### config.mk
export PLATFORM = sky130hd
export DESIGN_NAME = retire_unit
export DESIGN_NICKNAME = d
export VERILOG_FILES = /design/src/rtl/retire_unit.sv
export SDC_FILE = /design/constraint.sdc
export NUM_CORES = 1
export LEC_CHECK = 0
export CAP_MARGIN = 20
export CORE_UTILIZATION = 35
export DETAILED_ROUTE_END_ITERATION = 7
export PLACE_DENSITY = 0.53
export SLEW_MARGIN = 0
export SYNTH_ARGS = -nofsm -noshare
export SYNTH_HDL_FRONTEND = slang
export SYNTH_SLANG_ARGS = --single-unit
### constraint.sdc
create_clock -name clk -period 4.4 [get_ports clk]
set_input_delay 0.88 -clock clk [delete_from_list [all_inputs] [get_ports clk]]
set_output_delay 0.88 -clock clk [all_outputs]
set_load 0.01 [all_outputs]
### src/rtl/retire_unit.sv
// In-order reorder/retire buffer: dual allocate, dual complete, up to two retires per cycle.
// Optional synchronous flush port is compiled in when ROB_FLUSH_EN is defined.
module retire_unit #(
  parameter int ROB_DEPTH = 8
) (
  input  logic                         clk,
  input  logic                         rst,
`ifdef ROB_FLUSH_EN
  input  logic                         flush,
`endif
  input  logic                         alloc_en_A,
  input  logic                         alloc_en_B,
  input  logic                         alloc_wb_A,
  input  logic                         alloc_wb_B,
  input  logic [4:0]                   alloc_rd_A,
  input  logic [4:0]                   alloc_rd_B,
  output logic [$clog2(ROB_DEPTH)-1:0] alloc_tag_A,
  output logic [$clog2(ROB_DEPTH)-1:0] alloc_tag_B,
  output logic                         alloc_stall,
  input  logic                         cmpl_en_A,
  input  logic                         cmpl_en_B,
  input  logic [$clog2(ROB_DEPTH)-1:0] cmpl_tag_A,
  input  logic [$clog2(ROB_DEPTH)-1:0] cmpl_tag_B,
  output logic                         updateEnA,
  output logic                         updateEnB,
  output logic [4:0]                   updateAddrA,
  output logic [4:0]                   updateAddrB,
  output logic [$clog2(ROB_DEPTH):0]   rob_count
);

  localparam int TW = $clog2(ROB_DEPTH);
  typedef logic [TW-1:0] tag_t;
  typedef logic [TW:0]   cnt_t;

  tag_t                 head_reg, head_next, head_plus1;
  tag_t                 tail_reg, tail_next;
  cnt_t                 count_reg, count_next, free_cnt;
  logic [ROB_DEPTH-1:0] valid_reg, done_reg, wb_reg;
  logic [4:0]           rd_reg [ROB_DEPTH];

  logic                 upd_en_a_reg, upd_en_b_reg;
  logic [4:0]           upd_addr_a_reg, upd_addr_b_reg;

  logic [1:0]           req_cnt, grant_cnt, retire_cnt;
  logic                 grant_a, grant_b, retire_a, retire_b;
  logic                 flush_act;

  logic [ROB_DEPTH-1:0] alloc_a_hit, alloc_b_hit, retire_hit, cmpl_hit;

`ifdef ROB_FLUSH_EN
  assign flush_act = flush;
`else
  assign flush_act = 1'b0;
`endif

  // Free space comes from registered occupancy only; a retire this cycle
  // does not make room for an allocation in the same cycle.
  always_comb begin
    req_cnt     = {1'b0, alloc_en_A} + {1'b0, alloc_en_B};
    free_cnt    = cnt_t'(ROB_DEPTH) - count_reg;
    alloc_stall = (cnt_t'(req_cnt) > free_cnt) || flush_act;
    grant_a     = alloc_en_A && !alloc_stall;
    grant_b     = alloc_en_B && !alloc_stall;
    alloc_tag_A = tail_reg;
    alloc_tag_B = alloc_en_A ? tail_reg + tag_t'(1) : tail_reg;
  end

  // The second retire slot only fires behind a retiring head.
  always_comb begin
    head_plus1 = head_reg + tag_t'(1);
    retire_a   = valid_reg[head_reg] && done_reg[head_reg];
    retire_b   = retire_a && valid_reg[head_plus1] && done_reg[head_plus1];
    grant_cnt  = {1'b0, grant_a} + {1'b0, grant_b};
    retire_cnt = {1'b0, retire_a} + {1'b0, retire_b};
    tail_next  = tail_reg + tag_t'(grant_cnt);
    head_next  = head_reg + tag_t'(retire_cnt);
    count_next = count_reg + cnt_t'(grant_cnt) - cnt_t'(retire_cnt);
  end

  generate
    for (genvar gi = 0; gi < ROB_DEPTH; gi++) begin : g_entry
      assign alloc_a_hit[gi] = grant_a && (alloc_tag_A == tag_t'(gi));
      assign alloc_b_hit[gi] = grant_b && (alloc_tag_B == tag_t'(gi));
      assign retire_hit[gi]  = (retire_a && (head_reg == tag_t'(gi))) ||
                               (retire_b && (head_plus1 == tag_t'(gi)));
      // Completions to empty slots are dropped; duplicate tags collapse to one set.
      assign cmpl_hit[gi]    = valid_reg[gi] &&
                               ((cmpl_en_A && (cmpl_tag_A == tag_t'(gi))) ||
                                (cmpl_en_B && (cmpl_tag_B == tag_t'(gi))));
    end
  endgenerate

  always_ff @(posedge clk) begin
    if (rst) begin
      head_reg       <= '0;
      tail_reg       <= '0;
      count_reg      <= '0;
      valid_reg      <= '0;
      done_reg       <= '0;
      wb_reg         <= '0;
      upd_en_a_reg   <= 1'b0;
      upd_en_b_reg   <= 1'b0;
      upd_addr_a_reg <= '0;
      upd_addr_b_reg <= '0;
      for (int i = 0; i < ROB_DEPTH; i++) begin
        rd_reg[i] <= '0;
      end
    end else if (flush_act) begin
      // Flush empties the buffer but leaves the last update addresses visible.
      head_reg     <= '0;
      tail_reg     <= '0;
      count_reg    <= '0;
      valid_reg    <= '0;
      done_reg     <= '0;
      upd_en_a_reg <= 1'b0;
      upd_en_b_reg <= 1'b0;
    end else begin
      head_reg  <= head_next;
      tail_reg  <= tail_next;
      count_reg <= count_next;

      for (int i = 0; i < ROB_DEPTH; i++) begin
        if (alloc_a_hit[i] || alloc_b_hit[i]) begin
          valid_reg[i] <= 1'b1;
          done_reg[i]  <= 1'b0;
          wb_reg[i]    <= alloc_a_hit[i] ? alloc_wb_A : alloc_wb_B;
          rd_reg[i]    <= alloc_a_hit[i] ? alloc_rd_A : alloc_rd_B;
        end else if (retire_hit[i]) begin
          valid_reg[i] <= 1'b0;
          done_reg[i]  <= 1'b0;
        end else if (cmpl_hit[i]) begin
          done_reg[i]  <= 1'b1;
        end
      end

      if (retire_a) begin
        upd_en_a_reg   <= wb_reg[head_reg];
        upd_addr_a_reg <= rd_reg[head_reg];
      end else begin
        upd_en_a_reg   <= 1'b0;
      end

      if (retire_b) begin
        upd_en_b_reg   <= wb_reg[head_plus1];
        upd_addr_b_reg <= rd_reg[head_plus1];
      end else begin
        upd_en_b_reg   <= 1'b0;
      end
    end
  end

  assign updateEnA   = upd_en_a_reg;
  assign updateEnB   = upd_en_b_reg;
  assign updateAddrA = upd_addr_a_reg;
  assign updateAddrB = upd_addr_b_reg;
  assign rob_count   = count_reg;

endmodule

Yosys cells after proc, flatten, opt, wreduce, memory -nomap -nowiden
Memories as Yosys holds them, arrays and structs flattened. A register that Yosys moved wholly into a read port is not among the register bits.
Index checks and enable logic that the tools add are counted.

cells by class
  bitwise gates (word level) = 10
  reduce and logical (&&, ||, !) cells = 110
  muxes and demuxes = 79
  div/mod/pow operators = 0
  $mul = 0
  shift-type cells = 0
  eq/ne operators = 42
  add/subtract/negate cells = 10
  magnitude comparators = 3

operators by type and width
  operator               count
  $mux W5                16
  $eq A3 B3 Y1 const B   24
  $logic_and A1 B1 Y1    61
  $mux W1                56
  $eq A3 B2 Y1 const B   12
  $logic_or A1 B1 Y1     24
  $reduce_or A3 Y1       8
  $bmux W1 S3            6
  $eq A3 B1 Y1 const B   6
  $logic_not A3 Y1       6
  $reduce_bool A2 Y1     8
  $lt A3 B4 Y1 const B   2
  $or A1 B1 Y1           8
  $add A1 B1 Y2          3
  $add A3 B1 Y3 const B  2
  $add A3 B2 Y3          2
  $add A4 B2 Y4          1
  $gt A2 B4 Y1           1
  $reduce_or A2 Y1       2
  $sub A4 B2 Y4          1
  $sub A4 B4 Y4 const A  1
  $mux W3                1
  $not A1 Y1             2
  $logic_not A1 Y1       1

storage, ports and cells
  bits in registers = 36
  memories kept = 1
  memory bits (read-only) = 0
  input bits = 24
  logic and storage cells = 284
  output and inout port bits = 23
  RAM bits = 40
  bits in latches = 0

memories
  name    depth  width  rd ports  clocked after Yosys merged registers in  wr ports  line  RTL
  rd_reg  8      5      2         2                                        8         39    logic [4:0] rd_reg [ROB_DEPTH];

Depth between registers and ports, before layout
Gate-level depths: netlist of the first run.

  depth after elaboration = 10
  gate-level depth with buffers = 18
  depth with buffers taken out = 17

Worst setup path after synthesis of the first run
No wires, ideal clock.

  path type = input-to-reg
  start point = input port alloc_en_A
  end point = register count_reg[3], in the netlist rob_count[3]
  arrival = 3,595 ps
  required time = 4,272 ps
  setup slack = 677 ps
  cell stages on the path = 17
  path through = ha_1 inv_1 ha_1 nand2_1 o211ai_1 or2_1 buf_4 and2_1 ha_1 inv_1 fa_1 inv_1 ha_1 a21o_1 a21oi_1 xnor2_1 nor2_1

between the ends
  longest elaborated chain between the ends = 7
  elaborated cells on any way between the ends = 8

ends and longest elaborated chain
  item                                    line    RTL
  start, declared                         11      input logic alloc_en_A,
  $add A1 B1 Y2                           59      req_cnt = {1'b0, alloc_en_A} + {1'b0, alloc_en_B};
  $gt A2 B4 Y1                            61      alloc_stall = (cnt_t'(req_cnt) > free_cnt) || flush_act;
  $logic_not A1 Y1                        62, 63
  $logic_and A1 B1 Y1 (on tied branches)  62, 63
  $add A1 B1 Y2 *                         73      grant_cnt = {1'b0, grant_a} + {1'b0, grant_b};
  $add A4 B2 Y4 *                         77      count_next = count_reg + cnt_t'(grant_cnt) - cnt_t'(retire_cnt);
  $sub A4 B2 Y4 *                         77
  end signal, assigned                    120     count_reg <= count_next;
  end, declared                           37      cnt_t count_reg, count_next, free_cnt;

Mark *: on every way between the ends. The rest lies on a longest branch, timed or not.
A chain may end at the register's enable or synchronous reset.

Worst setup path after layout of the first run
  start point = input port alloc_en_A
  end point = output port alloc_stall

between the ends
  longest elaborated chain between the ends = 2

ends and longest elaborated chain
  item           line  RTL
  $add A1 B1 Y2  59
  $gt A2 B4 Y1   61
  end, declared  19    output logic alloc_stall,

No other way between the ends.

==> metrics, run 1 <==
status completed; PwrDens 448.4 nW/µm²; Yosys top cell area share about 21%; CTS clk-pin slew, worst paths 0.06 ns; Initial Utilization 36.36%; Async S/R FF share, synth 0%; mux cell area share after synthesis 19.90%; Seq cells post-synth 86; CTS hold repair buffers 0; Final Util 42.14%; top_reg_cell synth dfxtp_1; Slew HR roughly two fifths; Routed WL 14440 µm; LEAKAGE 2.612 nW; filler cell count between 1000 and 1500; Die Span Y 128.6 µm; CP endpoint kind output pin; final clock period utilization by the worst path between 90% and 100%; Clock Sinks 86; initial antenna violation count 0; fraction of layout cells with a size suffix above 1 12.29%; core box area 15430 µm²; row cnt 45; Initial DRC Count 332; Resize count post-CTS 0; min Tclk post-route ~4.1 ns; RSZ-0062 raised after global routing no; Worst Hold Class reg2reg; family with the most delay on the worst path buffers and inverters; Root Driver clkbuf_16; n_diodes 0; Largest stage delay, worst path 0.57 ns; critical hold path startpoint updateAddrB[1]$_SDFFE_PP0P_; Die Width 128.6 µm; CTS Buffer Depth 2; remaining routing DRC violations 0; number of flops mapped to enable cells by yosys 40; CP startpoint kind input pin; max reg flops 40; DP HPWL 11040 µm; met3 WL 780 µm; largest family of logic cells by synthesized area multiplexers; Synth Cell Area 5609 µm²; Vias about 4300; worst-path cell chain clkdlybuf4s50_1 -> ha_1 -> inv_1 -> ha_1 -> nand2_1 -> o211ai_1 -> or2_1 -> buf_4 -> inv_4 -> clkdlybuf4s50_1; Final Max Tran Viols 0; slew at the pin with the worst max-slew slack 0.8862 ns; hold path depth 2; Setup Buffers After CTS 0; worst reg2reg path depth 15; Routed met2 length roughly 6400 µm; Total Nets Final 634; Mapped Avg Cell Area around 10 µm²; P&R area growth vs syn 15.90%; total power slightly below 3 mW; Pre-Repair DR Iteration Count 4; reported max-cap violation count 0; maximum vdd drop 0.3362 mV; CP required 3.52 ns; reg2reg end rob_count[3]$_SDFF_PP0_; clk_lat worst skew between 0.3 and 0.4 ns; Total Neg Setup Slack 0 ns; top post-synthesis cells by area edfxtp_1 (21%), dfxtp_1 (16%), mux4_2 (10%); Avg Vias per Cell 5.389; top layer in use met4; Final setup viols 0; final hold vios 0; GRT Total Usage 18.41%; simple-gate share of the synthesized area 16.28%; TritonCTS clock tree yes; GRT Residual Overflow 0; clk_skew approximately 0.0059 ns; post-DR wirelength/cell 18.12 µm; synth warn 0; Metal-1 WL around 7000 µm; DIE AREA 16540 µm²; Worst Hold End updateAddrB[1]$_SDFFE_PP0P_; post-synthesis xor/xnor area fraction 1.249%; Detail Route Antenna Nets 0; Seq/Total Area, Yosys 37.83%; IO Pins 47; arrival time at the worst endpoint 3.17 ns; Synth area leader edfxtp_1; CTS Buf Count 9; vias in the first global route 4134; CP Class in2out; RR Startpoint head_reg[0]$_SDFF_PP0_; Syn Nets 605; Synth Area in Compound Gates 11.87%; placer congestion estimate 0.8357; H-tree depth 3; reg-to-reg slack, setup 0.63 ns; max frequency around 250 MHz; Mapped Cells 552; first-pass GRT wire length 23070 µm; largest net degree at the start of global routing 51; port bufs 46; Netlist cell types 63; Crit Path Max Fanout 18; CP bufs+invs 5; slowest library cell on the worst path clkdlybuf4s50_1; post-synthesis adder-cell area fraction 7.004%
-- logic make-up (layout without fill, tap and decap cells) --
group	after synthesis	after routing
multiplexers	79	79
AND/OR/NAND/NOR	180	180
flip-flops	86	86
XOR/XNOR	8	8
AO/OA/AOI/OAI	98	98
buffers and inverters	72	106
adder cells (fa/ha/maj)	29	29
-- synth_stat cells, types with 8 or more instances --
cell,instances
mux4_2,26
or3_1,11
buf_2,11
o21ai_1,13
a21oi_1,24
clkbuf_1,22
nand2_1,28
inv_1,26
edfxtp_1,40
nand2b_1,13
ha_1,25
dfxtp_1,46
o21ai_0,8
nor2_1,65
and2_1,12
mux2i_1,53
-- report_power, final --
| part | internal, mW | switching (mW) | total (mW) | leakage (nW) |
|---|---|---|---|---|
| Combinational | 0.486 | 0.599 | 1.08 | 1.69 |
| Sequential | 0.997 | 0.117 | 1.11 | 0.791 |
| Clock | 0.387 | 0.330 | 0.717 | 0.133 |
-- tightest hold or removal path, cell delays in order, from the launching register on --
cell and delay, ns:
dfxtp_1 0.31, o21ai_1 0.06, a21oi_1 0.06
-- per-stage QoR --
stage                     cell area [µm²]  setup WS (ns)  hold WS (ns)  instances
after global placement               6225         0.1878        0.4611        781
after floorplan                      5609         0.6775        0.4496        552
after detailed placement             6225        0.09880        0.4660        781
final                                6501         0.3486        0.4739        797
after CTS                            6501         0.3197        0.4786        797
after global routing                 6501         0.1924        0.5030        797
-- layer usage --
layer	GRT usage (%)	up-vias
li1	-	2068
met2	28.08	144
met1	26.18	2063
met4	7.612	0
met5	0	-
met3	2.578	20
-- how the worst max path moves through the flow --
stage                     from                       to  slack, ns  depth (start not counted)
floorplan           alloc_en_A  rob_count[3]$_SDFF_PP0_       0.68                         17
global placement    alloc_en_A  rob_count[3]$_SDFF_PP0_       0.19                         16
detailed placement  alloc_en_A  rob_count[3]$_SDFF_PP0_        0.1                         16
CTS                 alloc_en_A              alloc_stall       0.32                         10
global route        alloc_en_A              alloc_stall       0.19                         10
finish              alloc_en_A              alloc_stall       0.35                         10
-- final cells by class --
type	count	area, µm²	share of cell area, %
inverters	29	111.4	1.713
repair buffers	61	568.0	8.737
well taps	211	264.0	4.061
clock inverters	6	47.55	0.7313
flip-flops and latches	86	2123	32.66
clock buffers	10	229.0	3.522
multi-input cells	394	3158	48.58
-- layout by cell type, fill, tap and decap left out, drive strengths merged, types with 13 or more instances in the layout --
master	Yosys	routed
mux4	26	26
ha	25	25
a21oi	24	24
and2	13	13
inv	29	30
nor2	65	65
dfxtp	46	46
o21ai	23	23
mux2i	53	53
edfxtp	40	40
nand2	28	28
buf	21	16
clkdlybuf4s50	0	45
nand2b	13	13
Power figures use the tool's default switching activity.
==> run 2, diff against run 1 <==
--- a/config.mk
+++ b/config.mk
@@ -9,7 +9,7 @@
 export CORE_UTILIZATION = 35
 export DETAILED_ROUTE_END_ITERATION = 7
 export PLACE_DENSITY = 0.53
-export SLEW_MARGIN = 0
+export SLEW_MARGIN = 5
 export SYNTH_ARGS = -nofsm -noshare
 export SYNTH_HDL_FRONTEND = slang
 export SYNTH_SLANG_ARGS = --single-unit
==> constraint.sdc (replaced) <==
create_clock -name clk -period 4.8 [get_ports clk]
set_input_delay 0.96 -clock clk [delete_from_list [all_inputs] [get_ports clk]]
set_output_delay 0.96 -clock clk [all_outputs]
set_load 0.01 [all_outputs]
==> run 2 against run 1 <==
Setup slack better by 0.23 ns. Sequential share of layout area down 0.21 points. Die area unchanged. Register-to-register slack better by 0.21 ns. Wire length up 1.7%. Via count down 0.65%. Clock skew up 0.0033 ns. Combinational power down 6%. Worst hold slack better by 0.0036 ns. Core utilization up 0.27 points. Cell area up 0.63%. Non-clock buffer count down 3. Critical endpoint unchanged. Highest routed layer unchanged.
==> metrics, run 2 (same netlist as run 1, synthesis figures left out) <==
most common cell after layout, fill and taps aside nor2_1; Setup Buffers After CTS 0; clk_skew 0.009163 ns; Final Util 42.41%; Slew HR ~47%; max reg flops 40; maximum vdd drop 0.2420 mV; H-tree depth 3; Worst Hold Class reg2reg; filler cell count 1528; CTS clk-pin slew, worst paths 0.07 ns; CP endpoint kind output pin; Total Nets Final between 600 and 700; GRT Residual Overflow 0; port bufs 46; remaining routing DRC violations 0; DP HPWL 11180 µm; Vias 4267; WHS 0.4775 ns; arrival time at the worst endpoint 3.26 ns; min Tclk post-route about 4.2 ns; Final setup viols 0; PwrDens 433.4 nW/µm²; reported max-cap violation count 0; Routed WL 14680 µm; CP required 3.84 ns; placer congestion estimate 0.8440; status completed; slew at the pin with the worst max-slew slack 0.7869 ns; DIE AREA 16540 µm²; CTS hold repair buffers 0; CTS Buffer Depth 2; fraction of layout cells with a size suffix above 1 12.01%; Avg Vias per Cell 5.374; Detail Route Antenna Nets 0; most frequent cells in the layout nor2_1 (65), mux2i_1 (53), dfxtp_1 (45), clkdlybuf4s50_1 (45), edfxtp_1 (40); combinational share of power 35.7%; clk_lat worst skew 0.36 ns; final hold vios 0; Cell Area, Placed 6202 µm²; P&R area growth vs syn 16.64%; core box area about 15000 µm²; Initial Utilization 36.36%; first-pass GRT wire length 23510 µm; post-DR wirelength/cell 18.49 µm; n_diodes 0; Total Neg Setup Slack 0 ns; CP startpoint kind input pin; RSZ-0062 raised after global routing no; CP Class in2out; Die Width 128.6 µm; final clock period utilization by the worst path 87.89%; row cnt 45; worst reg2reg path depth 13; max frequency 237.0 MHz; largest net degree at the start of global routing 36; Design Area, Final 6543 µm²; slowest library cell on the worst path clkdlybuf4s50_1; Die Span Y 128.6 µm; Clock Power Share 28.3%; Pre-Repair DR Iteration Count 5; IO Pins 47; Clock Sinks 86; Final Max Tran Viols 0; Root Driver clkbuf_16; LEAKAGE 2.626 nW; critical path depth 10; Resize count post-CTS 0; worst-path cell chain clkdlybuf4s50_1 -> ha_1 -> inv_1 -> ha_1 -> nand2_1 -> o211ai_1 -> or2_1 -> buf_4 -> inv_4 -> clkdlybuf4s50_1; Largest stage delay, worst path between 0.5 and 0.6 ns; initial antenna violation count 0; TritonCTS clock tree yes; Initial DRC Count 307; CP bufs+invs 5; Crit Path Max Fanout 18; Setup WS pre-CTS 0.3722 ns; CTS Buf Count 9; hold path depth 2; Net Sw Frac 35.42%; Internal between 1.5 and 2 mW; Sw Pwr roughly 1.0 mW; setup slack after layout 0.5812 ns; GRT Total Usage about a fifth; family with the most delay on the worst path buffers and inverters; vias in the first global route 4213; Seq pwr share 36.1%
==> run 2: cell count changes in the layout (fill, tap and decap cells not counted) <==
cell       delta
clkinv_8      +1
inv_8         +2
clkinv_2      -1
bufinv_16     +2
clkbuf_1      -1
clkinv_4      -3
buf_4         -3
==> run 2: power by group through the flow <==
stage               sequential [mW]  combinational [mW]  clock [mW]
finish                         1.02                1.01       0.802
CTS                            1.02                1.02       0.816
global placement               1.03               0.977           0
global route                   1.04                1.11       0.844
floorplan                      1.01               0.713           0
detailed placement             1.04                1.01           0
==> run 2: worst register-to-register path, cell delays in order, from the launching register on <==
cell	delay, ns
dfxtp_2	0.51
buf_4	0.47
nand3_1	0.18
o2111ai_1	0.14
nand4_1	0.35
inv_1	0.49
ha_1	0.33
fa_1	0.49
inv_1	0.08
ha_1	0.23
a21o_1	0.16
a21oi_1	0.20
xnor2_1	0.15
nor2_1	0.05
==> run 2: worst paths after layout <==
kind | startpoint | end | slack, ns
worst max-delay path | alloc_en_A | alloc_stall | 0.58
worst min-delay path | updateAddrB[2]$_SDFFE_PP0P_ | updateAddrB[2]$_SDFFE_PP0P_ | 0.48
worst max register to register | head_reg[0]$_SDFF_PP0_ | rob_count[3]$_SDFF_PP0_ | 0.84
worst min register to register | updateAddrB[2]$_SDFFE_PP0P_ | updateAddrB[2]$_SDFFE_PP0P_ | 0.48
==> run 2: routing by layer <==
metal | routed length (µm) | up-vias | share of wire (%) | GRT usage, %
met3 | 737 | 11 | 5.0 | 3.867
met1 | 7007 | 2075 | 48 | 25.92
met4 | 206 | 0 | 1.4 | 6.090
li1 | - | 2065 | - | -
met2 | 6732 | 116 | 46 | 30.05
met5 | 0 | - | 0 | 0
==> run 2: through the flow <==
stage,instances,power (mW)
3_5_place_dp,778,2.048
4_1_cts,794,2.855
3_3_place_gp,778,2.010
6_report,794,2.836
2_1_floorplan,552,1.718
5_1_grt,794,2.995
==> run 2: final cells by class <==
class,instances,area [µm²],share of cell area [%]
timing repair buffer,58,545.5,8.338
inverter,29,111.4,1.702
clock buffer,9,225.2,3.442
clock inverter,7,115.1,1.759
tap,211,264.0,4.035
multi-input combinational,394,3158,48.27
sequential,86,2123,32.45
==> run 3, diff against run 2 <==
--- a/config.mk
+++ b/config.mk
@@ -7,6 +7,7 @@
 export LEC_CHECK = 0
 export CAP_MARGIN = 20
 export CORE_UTILIZATION = 35
+export CTS_CLUSTER_DIAMETER = 200
 export DETAILED_ROUTE_END_ITERATION = 7
 export PLACE_DENSITY = 0.53
 export SLEW_MARGIN = 5
==> results of run 3 <==
Same layout as run 2: the final DEF is identical, and so are final timing and power.
